===== src/rtl/girl_sprite_ctrl.sv =====
// Girl sprite controller: pixel hit test, ROM addressing, frame_clk-stepped walk FSM and registered colour output.
// Optional feature macro: GIRL_MIRROR_EN (mirror the idle sprite while facing left).
module girl_sprite_ctrl #(
  parameter int          SPRITE_W    = 20,
  parameter int          SPRITE_H    = 40,
  parameter int          ANIM_PERIOD = 8,
  parameter logic [23:0] TRANSPARENT = 24'hFFFFFF
) (
  input  logic        Clk,
  input  logic        Reset,
  input  logic        frame_clk,
  input  logic [9:0]  DrawX,
  input  logic [9:0]  DrawY,
  input  logic [9:0]  girl_x,
  input  logic [9:0]  girl_y,
  input  logic        move_left,
  input  logic        move_right,
  input  logic [23:0] color_idle,
  input  logic [23:0] color_m1a,
  input  logic [23:0] color_m1b,
  input  logic [23:0] color_m2a,
  input  logic [23:0] color_m2b,
  output logic [10:0] rom_address,
  output logic [2:0]  frame_sel,
  output logic        girl_pixel_on,
  output logic [23:0] girl_color
);

  localparam int CNT_W = $clog2(ANIM_PERIOD + 1);
  localparam logic [CNT_W-1:0] CNT_LAST = CNT_W'(ANIM_PERIOD - 1);
`ifdef GIRL_MIRROR_EN
  localparam bit MIRROR_EN = 1'b1;
`else
  localparam bit MIRROR_EN = 1'b0;
`endif

  typedef enum logic [2:0] {
    S_IDLE = 3'd0,
    S_RA   = 3'd1,
    S_RB   = 3'd2,
    S_LA   = 3'd3,
    S_LB   = 3'd4
  } state_t;

  state_t           r_state;
  logic [CNT_W-1:0] r_cnt;
  logic             r_facing_left;
  logic             r_sync1, r_sync2, r_sync3;
  logic             w_tick;

  assign w_tick = r_sync2 & ~r_sync3;

  always_ff @(posedge Clk or posedge Reset) begin
    if (Reset) begin
      r_sync1 <= 1'b0;
      r_sync2 <= 1'b0;
      r_sync3 <= 1'b0;
    end else begin
      r_sync1 <= frame_clk;
      r_sync2 <= r_sync1;
      r_sync3 <= r_sync2;
    end
  end

  // Walk FSM; frame_sel is loaded alongside the state so it stays registered.
  always_ff @(posedge Clk or posedge Reset) begin
    if (Reset) begin
      r_state       <= S_IDLE;
      r_cnt         <= '0;
      r_facing_left <= 1'b0;
      frame_sel     <= 3'd0;
    end else if (w_tick) begin
      if (move_right && !move_left) begin
        if (r_state == S_RA || r_state == S_RB) begin
          if (r_cnt == CNT_LAST) begin
            r_cnt     <= '0;
            r_state   <= (r_state == S_RA) ? S_RB : S_RA;
            frame_sel <= (r_state == S_RA) ? S_RB : S_RA;
          end else begin
            r_cnt <= r_cnt + 1'b1;
          end
        end else begin
          r_state       <= S_RA;
          frame_sel     <= S_RA;
          r_cnt         <= '0;
          r_facing_left <= 1'b0;
        end
      end else if (move_left && !move_right) begin
        if (r_state == S_LA || r_state == S_LB) begin
          if (r_cnt == CNT_LAST) begin
            r_cnt     <= '0;
            r_state   <= (r_state == S_LA) ? S_LB : S_LA;
            frame_sel <= (r_state == S_LA) ? S_LB : S_LA;
          end else begin
            r_cnt <= r_cnt + 1'b1;
          end
        end else begin
          r_state       <= S_LA;
          frame_sel     <= S_LA;
          r_cnt         <= '0;
          r_facing_left <= 1'b1;
        end
      end else begin
        r_state   <= S_IDLE;
        frame_sel <= S_IDLE;
        r_cnt     <= '0;
      end
    end
  end

  // 11-bit arithmetic keeps sprites near the right/bottom edge from wrapping.
  logic [10:0] w_x_end, w_y_end, w_relx, w_rely, w_addr_x;
  logic        w_hit, w_mirror;
  logic [23:0] w_sel_color;

  assign w_x_end  = {1'b0, girl_x} + 11'(SPRITE_W);
  assign w_y_end  = {1'b0, girl_y} + 11'(SPRITE_H);
  assign w_relx   = {1'b0, DrawX} - {1'b0, girl_x};
  assign w_rely   = {1'b0, DrawY} - {1'b0, girl_y};
  assign w_hit    = (DrawX >= girl_x) && ({1'b0, DrawX} < w_x_end) &&
                    (DrawY >= girl_y) && ({1'b0, DrawY} < w_y_end);
  assign w_mirror = MIRROR_EN && (r_state == S_IDLE) && r_facing_left;
  assign w_addr_x = w_mirror ? (11'(SPRITE_W - 1) - w_relx) : w_relx;

  assign rom_address = w_hit ? (w_rely * 11'(SPRITE_W) + w_addr_x) : 11'd0;

  always_comb begin
    w_sel_color = color_idle;
    case (r_state)
      S_RA:    w_sel_color = color_m1a;
      S_RB:    w_sel_color = color_m1b;
      S_LA:    w_sel_color = color_m2a;
      S_LB:    w_sel_color = color_m2b;
      default: w_sel_color = color_idle;
    endcase
  end

  always_ff @(posedge Clk or posedge Reset) begin
    if (Reset) begin
      girl_pixel_on <= 1'b0;
      girl_color    <= 24'h000000;
    end else begin
      girl_pixel_on <= w_hit && (w_sel_color != TRANSPARENT);
      girl_color    <= w_hit ? w_sel_color : 24'h000000;
    end
  end

endmodule

===== config.mk =====
export PLATFORM = sky130hd
export DESIGN_NAME = girl_sprite_ctrl
export DESIGN_NICKNAME = d
export VERILOG_FILES = /design/src/rtl/girl_sprite_ctrl.sv
export SDC_FILE = /design/constraint.sdc
export NUM_CORES = 1
export LEC_CHECK = 0
export ABC_AREA = 1
export CORE_ASPECT_RATIO = 2
export CORE_UTILIZATION = 44
export DETAILED_ROUTE_END_ITERATION = 8
export PLACE_DENSITY = 0.93
export SLEW_MARGIN = 10
export SYNTH_ARGS = -nofsm -noshare
export SYNTH_HDL_FRONTEND = slang
export SYNTH_SLANG_ARGS = --single-unit

===== constraint.sdc =====
create_clock -name Clk -period 7.72 [get_ports Clk]
set_input_delay 1.544 -clock Clk [delete_from_list [all_inputs] [get_ports Clk]]
set_output_delay 1.544 -clock Clk [all_outputs]
set_load 0.01 [all_outputs]

==> results of run 1 <==
[worst max-delay path, cell delays in order]
cell             delay (ns)
clkdlybuf4s50_1        0.51
inv_1                  0.08
ha_1                   0.32
or2_2                  0.34
nand2_1                0.12
xnor2_1                0.16
ha_1                   0.29
buf_4                  0.15
fa_2                   0.41
xor2_2                 0.20
fa_1                   0.46
ha_1                   0.34
nand2_1                0.07
inv_1                  0.05
nand4_1                0.08
nand3_1                0.11
nand2_1                0.11
nand2_1                0.08
a21oi_2                0.17
nand3_1                0.09
nand2_1                0.06
nor2_1                 0.03
dlymetal6s2s_1         0.16
[kinds of logic (layout without fill, tap and decap cells)]
logic type | after synthesis | in the layout | synth area share
AND/OR/NAND/NOR | 438 | 438 | 0.3941
AO/OA/AOI/OAI | 64 | 64 | 0.07618
adder cells (fa/ha/maj) | 68 | 68 | 0.2024
buffers and inverters | 102 | 304 | 0.09556
flip-flops | 35 | 35 | 0.1884
XOR/XNOR | 23 | 23 | 0.04334
[worst max path at each step]
stage,start,endpoint,slack [ns],cells past startpoint
after floorplan,girl_y[2],rom_address[10],1.12,23
after global placement,girl_y[2],rom_address[10],0.09,25
after detailed placement,girl_y[2],rom_address[10],-0.15,25
after CTS,girl_y[2],rom_address[10],0.007,25
after global routing,girl_y[0],rom_address[10],-0.004,24
final,girl_y[3],rom_address[10],0.24,23
[final cells by class]
class	count	area (um2)	area share
Timing Repair Buffer	209	2085	0.2980
Clock inverter	3	43.79	0.006260
Tap cell	135	168.9	0.02415
Multi-Input combinational cell	593	3371	0.4818
Sequential cell	35	875.8	0.1252
Clock buffer	5	125.1	0.01789
Inverter	87	326.6	0.04668
[state kept, by name (all words and copies together) (netlist names)]
name	count
r_sync3	1
r_cnt	4
r_state	3
girl_pixel_on	1
r_sync1	1
r_sync2	1
girl_color	24
[Yosys cell counts (3+ instances only)]
master and instances:
a21oi_1 25, buf_2 7, buf_6 6, dfrtp_1 35, fa_1 12, ha_1 56
inv_1 82, inv_2 5, nand2_1 266, nand3_1 30, nand3b_1 3, nand4_1 14
nor2_1 85, nor2_2 14, nor3_1 8, o21ai_0 18, o21ai_1 7, o21bai_1 4
or2_0 4, or2_2 6, xnor2_1 4, xor2_1 19
[layer usage]
layer,track usage,up-vias,wire (um)
li1,-,2702,-
met3,0.1043,103,1596
met5,0,-,0
met1,0.3150,2547,5555
met4,0.2425,0,1421
met2,0.6248,294,9674
[repair_timing]
item | in CTS | in global routing
hold buffers | 0 | 0
resized for setup | 3 | 7
pin swaps | 0 | 2
setup endpoints to repair | 1 | 3
hold endpoints to repair | 0 | 0
setup buffers | 0 | 1
cloned | 0 | 0
[report_power, final]
group          switching, mW  internal, mW
Sequential           0.00942         0.198
Clock                 0.0781         0.152
Combinational          0.582         0.407
==> metrics.yaml, run 1 <==
logic_synthesis:
  ys_seq_area_frac: 0.1884
  synth_edf_count: 0
  synth_cell_type_count: 35
  synth.largest_area_cell: "nand2_1"
  syn_area_mm2: 0.004648
  synth_top_area_share: 0.2148
  ys_seq_elements: 35
  async_reset_ff_frac: 1.000
  avgSynthCellArea_um2: 6.367
  synthTopCellsByArea: "nand2_1, dfrtp_1, ha_1"
  synth_ff_type: "dfrtp_1"
  synthCells: 730
  yosysWarnings: 0
  synth_fp_nets: 963
die:
  die_x_um: 74.68
  initial_utilization: 0.4550
  rows: 52
  die-area_mm2: 0.01100
  core_area_mm2: 0.01021
  die_y_um: 147.4
  ioPinCount: 204
hold_path:
  min-delay-start: "r_sync1"
  min_to: "r_sync2"
  hp-class: "reg -> reg"
  min_path_cells: 0
grt:
  grt_pass1_vias: 5776
  grt.overflow.total: 0
  grt_usage: 0.3482
  grt_pass1_wl_mm: 28.41
  antenna_found_initial: 0
  grt_max_degree: 44
power:
  ir_worst_vdd_v: 0.0001227
  p_leak_nw: 3.577
  power_density_mw_per_mm2: 204.0
  finalPower_mw: 1.427
sta:
  slew_viol_final: 0
  fmax_mhz: 133.6
  setup_ws_ns: 0.2373
  worst_slew_pin_slew_ns: 0.7789
  whs_ns: 0.3604
  maxSlewHeadroom: 0.4801
  hold_viol: 0
  fin_crit_sh: 0.9693
  finClkSkew_ns: 0.002332
  setup_tns_ns: 0
  fin_crit_ns: 7.483
  setup_violations: 0
final_layout:
  layout-drive-gt1-share: 0.05579
  fin_cells: 1067
  insertedDiodeCount: 0
  num-nets-final: 1164
  fillCellCount: 843
  syn2layout_area_growth_pct: 50.50
  final_cell_mix: "nand2_1, clkdlybuf4s50_1, nor2_1"
  utilization: 0.6848
  final_area_mm2: 0.006995
  mostFrequentLayoutCell: "nand2_1"
setup_path:
  rr_startpoint: "r_state[0]"
  r2r_slack_ns: 5.12
  critPathLaunchType: "input port"
  worstReg2RegEnd: "girl_pixel_on"
  crit_required_ns: 6.18
  worst_setup_path_end_kind: "output port"
  path_max_fanout: 3
  cp.arrival_ns: 5.94
  worst-r2r-cell-count: 14
  crit_type: "in -> out"
clock_tree:
  h-tree-depth: 2
  clock_path_buffers: 2
  cts_buffers: 5
  cts_tree: "done"
  cts-root-buf: "clkbuf_16"
  clk_latency_ns: 0.28
  numClockSinks: 35
  clk_pin_slew_ns: 0.05
drt:
  wl_mm: 18.25
  drtAntennaViolNets: 0
  drtIter0Drc: 464
  dr.pass1.iters: 5
  wl_per_cell_um: 17.10
  via_count: 5646
  drc_errors: 0
  viasPerCell: 5.291
place:
  hpwl_mm: 14.73
  dp.cells: 1058
  gp_congestion: 0.9101
  dp_worst_setup_slack_ns: -0.1461
  port_buffers: 203
  placed_area_mm2: 0.006769
status:
  outcome: "finished, final reports clean"
run:
  max_cap_violations: 0
Note: power is estimated with default switching activity, not from simulation.
==> run 2: changes to the inputs <==
Settings changed: CORE_ASPECT_RATIO 2 to unset.
==> metrics.yaml, run 2 (synthesized netlist as in run 1, its figures left out) <==
final_layout:
  final_cell_mix: "nand2_1, clkdlybuf4s50_1, nor2_1"  # unchanged
  regArea_um2: 875.8  # unchanged
  syn2layout_area_growth_pct: 48.61  # was 50.50%
  registers.top_by_ff_count: "girl_color"  # unchanged
  num-nets-final: 1162  # was 1164
  insertedDiodeCount: 0  # unchanged
  reg.largest.list: "girl_color x24, r_cnt x4, r_state x3"  # unchanged
  largest_register_ffs: 24  # unchanged
  multiInputGateArea_mm2: 0.003353  # was 0.003371 mm2
  final_area_mm2: 0.006908  # was 0.006995 mm2
  mostFrequentLayoutCell: "nand2_1"  # unchanged
  layout-drive-gt1-share: 0.05054  # was 0.05579
  fillCellCount: 884  # was 843
clock_tree:
  cts_tree: "done"  # unchanged
  clk_latency_ns: 0.29  # was 0.28 ns
  cts-root-buf: "clkbuf_8"  # was clkbuf_16
  cts_buffers: 5  # unchanged
  cts_hold_buf: 0  # unchanged
  clock_path_buffers: 2  # unchanged
  clk_pin_slew_ns: 0.07  # was 0.05 ns
  numClockSinks: 35  # unchanged
  h-tree-depth: 2  # unchanged
sta:
  hold_viol: 0  # unchanged
  whs_ns: 0.3622  # was 0.3604 ns
  maxSlewHeadroom: 0.4616  # was 0.4801
  fin_crit_ns: 7.366  # was 7.483 ns
  setup_violations: 0  # unchanged
  finClkSkew_ns: 0.003266  # was 0.002332 ns
  rsz0062_at_grt: "no"
  setup_tns_ns: 0  # unchanged
  setup_ws_ns: 0.3538  # was 0.2373 ns
  fmax_mhz: 135.8  # was 133.6 MHz
  slew_viol_final: 0  # unchanged
  worst_slew_pin_slew_ns: 0.8067  # was 0.7789 ns
  fin_crit_sh: 0.9542  # was 0.9693
die:
  die-area_mm2: 0.01098  # was 0.01100 mm2
  initial_utilization: 0.4523  # was 0.4550
  core_area_mm2: 0.01028  # was 0.01021 mm2
  ioPinCount: 204  # unchanged
  die_y_um: 104.8  # was 147.4 um
  rows: 37  # was 52
  die_x_um: 104.8  # was 74.68 um
drt:
  drc_errors: 0  # unchanged
  via_count: 5395  # was 5646
  drtAntennaViolNets: 0  # unchanged
  wl_per_cell_um: 13.89  # was 17.10 um
  dr.pass1.iters: 4  # was 5
  drtIter0Drc: 294  # was 464
  wl_mm: 14.81  # was 18.25 mm
  viasPerCell: 5.061  # was 5.291
status:
  outcome: "finished, final reports clean"  # unchanged
grt:
  grt_max_degree: 44  # unchanged
  grt_pass1_vias: 5376  # was 5776
  use_met3: 0.06675  # was 0.1043
  globalRouteMet1Util: 0.3146  # was 0.3150
  grtUsageMet2: 0.4896  # was 0.6248
  grt_pass1_wl_mm: 24.39  # was 28.41 mm
  busiest_layer: "met2"  # unchanged
  grt.overflow.total: 0  # unchanged
  grt_usage: 0.2779  # was 0.3482
  antenna_found_initial: 0  # unchanged
hold_path:
  hp-class: "reg -> reg"  # unchanged
  min_path_cells: 0  # unchanged
place:
  hpwl_mm: 12.57  # was 14.73 mm
  dp_worst_setup_slack_ns: 0.04378  # was -0.1461 ns
  gp_congestion: 0.9141  # was 0.9101
  placed_area_mm2: 0.006763  # was 0.006769 mm2
  port_buffers: 203  # unchanged
setup_path:
  critPathLaunchType: "input port"  # unchanged
  r2r_slack_ns: 5.28  # was 5.12 ns
  crit_required_ns: 6.18  # about the same
  crit_type: "in -> out"  # unchanged
  worst-r2r-cell-count: 14  # unchanged
  cp.arrival_ns: 5.82  # was 5.94 ns
  worst_setup_path_end_kind: "output port"  # unchanged
  path_max_fanout: 4  # was 3
power:
  power_density_mw_per_mm2: 185.1  # was 204.0 mW/mm2
  p_leak_nw: 3.545  # was 3.577 nW
  ir_worst_vdd_v: 0.0001208  # was 0.0001227 V
run:
  max_cap_violations: 0  # unchanged
-- run 2: cell count changes in the layout (fill, tap and decap cells not counted), moves of 2 or more --
cell	change
buf_4	-2
clkbuf_16	-5
clkbuf_8	+5
xor2_1	+2
xor2_2	-2
-- run 2: cell type report --
type                            instances  share of cell area
Timing Repair Buffer                  207              0.2996
Clock inverter                          3            0.006339
Multi-Input combinational cell        593              0.4854
Clock buffer                            5            0.009962
Tap cell                              136             0.02463
Sequential cell                        35              0.1268
Inverter                               87             0.04727
-- run 2: routing by layer --
| layer | part of all wire | up-vias |
|---|---|---|
| li1 | - | 2702 |
| met1 | 0.41 | 2437 |
| met2 | 0.48 | 208 |
| met3 | 0.072 | 48 |
| met4 | 0.042 | 0 |
| met5 | 0 | - |
-- run 2: critical path, cell delays in order --
cell and delay [ns]:
clkdlybuf4s50_1 0.45, inv_1 0.04, ha_1 0.30, nand2_1 0.06, nand2_1 0.07, inv_1 0.04
nand2_1 0.08, xor2_1 0.19, inv_1 0.08, ha_1 0.29, ha_1 0.25, fa_1 0.41
xor2_1 0.20, fa_1 0.45, ha_1 0.34, buf_4 0.16, xor2_1 0.15, nor2_1 0.16
clkdlybuf4s50_1 0.57
-- run 2: path summary, 6_finish.rpt --
| check | start | endpoint |
|---|---|---|
| max | girl_y[2] | rom_address[7] |
| min | r_sync1 | r_sync2 |
| max reg2reg | r_state[0] | girl_pixel_on |
| min reg2reg | r_sync1 | r_sync2 |
| max in group asynchronous | Reset | r_cnt[0] |
| min in group asynchronous | Reset | girl_color[12] |
-- run 2: per-stage QoR --
step	util	instances	power, mW
finish	0.6721	1066	1.279
global placement	0.6580	1058	1.059
detailed placement	0.6580	1058	1.088
global route	0.6721	1066	1.407
floorplan	-	730	0.8200
CTS	0.6690	1066	1.257
-- run 2: what timing repair did --
item / CTS / global route
resized for setup: 0 / 7
buffers inserted: 0 / 0
setup endpoints to repair: 0 / 3
-- run 2: power breakdown --
part	switching, mW	total [mW]	internal, mW	leakage [nW]
Sequential	0.00793	0.206	0.198	0.475
Combinational	0.512	0.908	0.396	3.01
Clock	0.0692	0.165	0.0961	0.0581
Total	0.589	1.28	0.690	3.54
==> run 3: changes to the inputs <==
Settings changed: CORE_MARGIN set to 2, RECOVER_POWER set to 100.
==> metrics.yaml, run 3 (synthesized netlist as in run 1, its figures left out) <==
final_layout:
  registers.top_by_ff_count: "girl_color"  # unchanged
  final_area_mm2: 0.006895  # was 0.006908 mm2
  final_cell_mix: "nand2_1, clkdlybuf4s50_1, nor2_1"  # unchanged
  syn2layout_area_growth_pct: 48.34  # was 48.61%
  fin_cells: 1067  # was 1066
  fillCellCount: 855  # was 884
  num-nets-final: 1162  # unchanged
  reg.largest.list: "girl_color x24, r_cnt x4, r_state x3"  # unchanged
  mostFrequentLayoutCell: "nand2_1"  # unchanged
  largest_register_ffs: 24  # unchanged
  layout-drive-gt1-share: 0.04839  # was 0.05054
drt:
  drc_errors: 0  # unchanged
  viasPerCell: 5.015  # was 5.061
  wl_per_cell_um: 14.17  # was 13.89 um
  dr.pass1.iters: 5  # was 4
  drtIter0Drc: 321  # was 294
  drtAntennaViolNets: 0  # unchanged
  wl_mm: 15.12  # was 14.81 mm
  via_count: 5351  # was 5395
clock_tree:
  clk_pin_slew_ns: 0.07  # about the same
  clock_path_buffers: 2  # unchanged
  h-tree-depth: 2  # unchanged
  cts_hold_buf: 0  # unchanged
  cts_tree: "done"  # unchanged
  clk_latency_ns: 0.28  # was 0.29 ns
  cts-root-buf: "clkbuf_8"  # unchanged
  cts_buffers: 5  # unchanged
  numClockSinks: 35  # unchanged
status:
  outcome: "finished, violations left"  # was finished, final reports clean
  violations: "max-capacitance violations, max-slew violations"
setup_path:
  path_max_fanout: 5  # was 4
  worst_setup_path_end_kind: "output port"  # unchanged
  cp.arrival_ns: 5.87  # was 5.82 ns
  critPathLaunchType: "input port"  # unchanged
  crit_type: "in -> out"  # unchanged
  crit_required_ns: 6.18  # about the same
die:
  ioPinCount: 204  # unchanged
  die_x_um: 106.8  # was 104.8 um
  rows: 37  # unchanged
  die-area_mm2: 0.01140  # was 0.01098 mm2
  die_y_um: 106.8  # was 104.8 um
  initial_utilization: 0.4523  # unchanged
  core_area_mm2: 0.01028  # unchanged
sta:
  finClkSkew_ns: 0.001554  # was 0.003266 ns
  fin_crit_ns: 7.417  # was 7.366 ns
  setup_violations: 0  # unchanged
  maxSlewHeadroom: -0.1992  # was 0.4616
  fin_crit_sh: 0.9608  # was 0.9542
  slew_viol_final: 36  # was 0
  setup_tns_ns: 0  # unchanged
  fmax_mhz: 134.8  # was 135.8 MHz
  worst_slew_pin_slew_ns: 1.799  # was 0.8067 ns
  hold_viol: 0  # unchanged
place:
  placed_area_mm2: 0.006755  # was 0.006763 mm2
  gp_congestion: 0.9224  # was 0.9141
  port_buffers: 203  # unchanged
  hpwl_mm: 12.77  # was 12.57 mm
  dp.cells: 1057  # was 1058
grt:
  grt.overflow.total: 0  # unchanged
  grt_usage: 0.2680  # was 0.2779
  grt_max_degree: 44  # unchanged
  antenna_found_initial: 1  # was 0
  grt_pass1_vias: 5123  # was 5376
  grt_pass1_wl_mm: 24.29  # was 24.39 mm
power:
  p_leak_nw: 3.609  # was 3.545 nW
  power_density_mw_per_mm2: 183.7  # was 185.1 mW/mm2
  ir_worst_vdd_v: 0.0001081  # was 0.0001208 V
hold_path:
  hp-class: "reg -> reg"  # unchanged
run:
  max_cap_violations: 1  # was 0
-- run 3: area by class of cell --
| type | count | area [um2] | share of cell area |
|---|---|---|---|
| clock inverter | 1 | 5.005 | 0.0007258 |
| tap | 136 | 170.2 | 0.02468 |
| timing repair buffer | 207 | 2059 | 0.2987 |
| antenna | 1 | 2.502 | 0.0003629 |
| clock buffer | 7 | 76.32 | 0.01107 |
| multi-input combinational | 593 | 3379 | 0.4901 |
| inverter | 87 | 326.6 | 0.04736 |
| sequential | 35 | 875.8 | 0.1270 |
-- run 3: per-layer routing --
metal,up-vias,track usage,part of all wire
li1,2704,-,-
met5,-,0,0
met4,0,0.1178,0.040
met1,2390,0.3274,0.41
met3,42,0.05957,0.079
met2,215,0.4522,0.47
-- run 3: stage by stage --
| step | utilization | power (mW) | hold WS, ns | worst slack, ns |
|---|---|---|---|---|
| final | 0.6709 | 1.267 | 0.3542 | 0.3027 |
| after global routing | 0.6709 | 1.396 | 0.3628 | -0.01289 |
| after CTS | 0.6651 | 1.219 | 0.3566 | 0.01638 |
| after detailed placement | 0.6573 | 1.090 | 0.3418 | -0.01371 |
| after global placement | 0.6573 | 1.058 | 0.3346 | 0.1052 |
| after floorplan | - | 0.8200 | 0.3312 | 1.117 |
-- run 3: worst max-delay path, cell delays in order --
cell	delay (ns)
clkdlybuf4s50_1	0.47
inv_1	0.05
ha_1	0.18
inv_1	0.10
fa_2	0.22
nand2_1	0.05
nand2_1	0.12
nand2_1	0.09
xnor2_1	0.22
ha_1	0.31
buf_4	0.15
ha_1	0.32
a31oi_1	0.20
xor2_1	0.20
inv_1	0.07
fa_1	0.48
ha_4	0.28
a21oi_1	0.15
o221ai_1	0.14
xnor2_1	0.22
nor2_2	0.07
dlymetal6s2s_1	0.22
-- run 3: power breakdown --
| group | switching [mW] | internal, mW |
|---|---|---|
| sequential | 0.00818 | 0.198 |
| combinational | 0.530 | 0.407 |
| clock | 0.0606 | 0.0632 |
| total | 0.599 | 0.668 |
-- run 3: what timing repair did --
action                                  CTS  global route
pin swaps                                 0             2
hold endpoints to repair                  0             0
gates cloned                              0             0
gates resized for setup                   1             9
setup buffers                             0             1
endpoints found under the setup margin    1             4
-- run 3: final timing paths --
kind,from,end,slack (ns),depth (start not counted)
setup / recovery,DrawY[0],rom_address[9],0.30,22
hold / removal,r_sync1,r_sync2,0.35,0
setup reg to reg,r_state[0],girl_pixel_on,5.19,14
hold reg to reg,r_sync1,r_sync2,0.35,0
max in group asynchronous,Reset,r_state[0],4.33,3
min in group asynchronous,Reset,girl_color[8],2.36,3
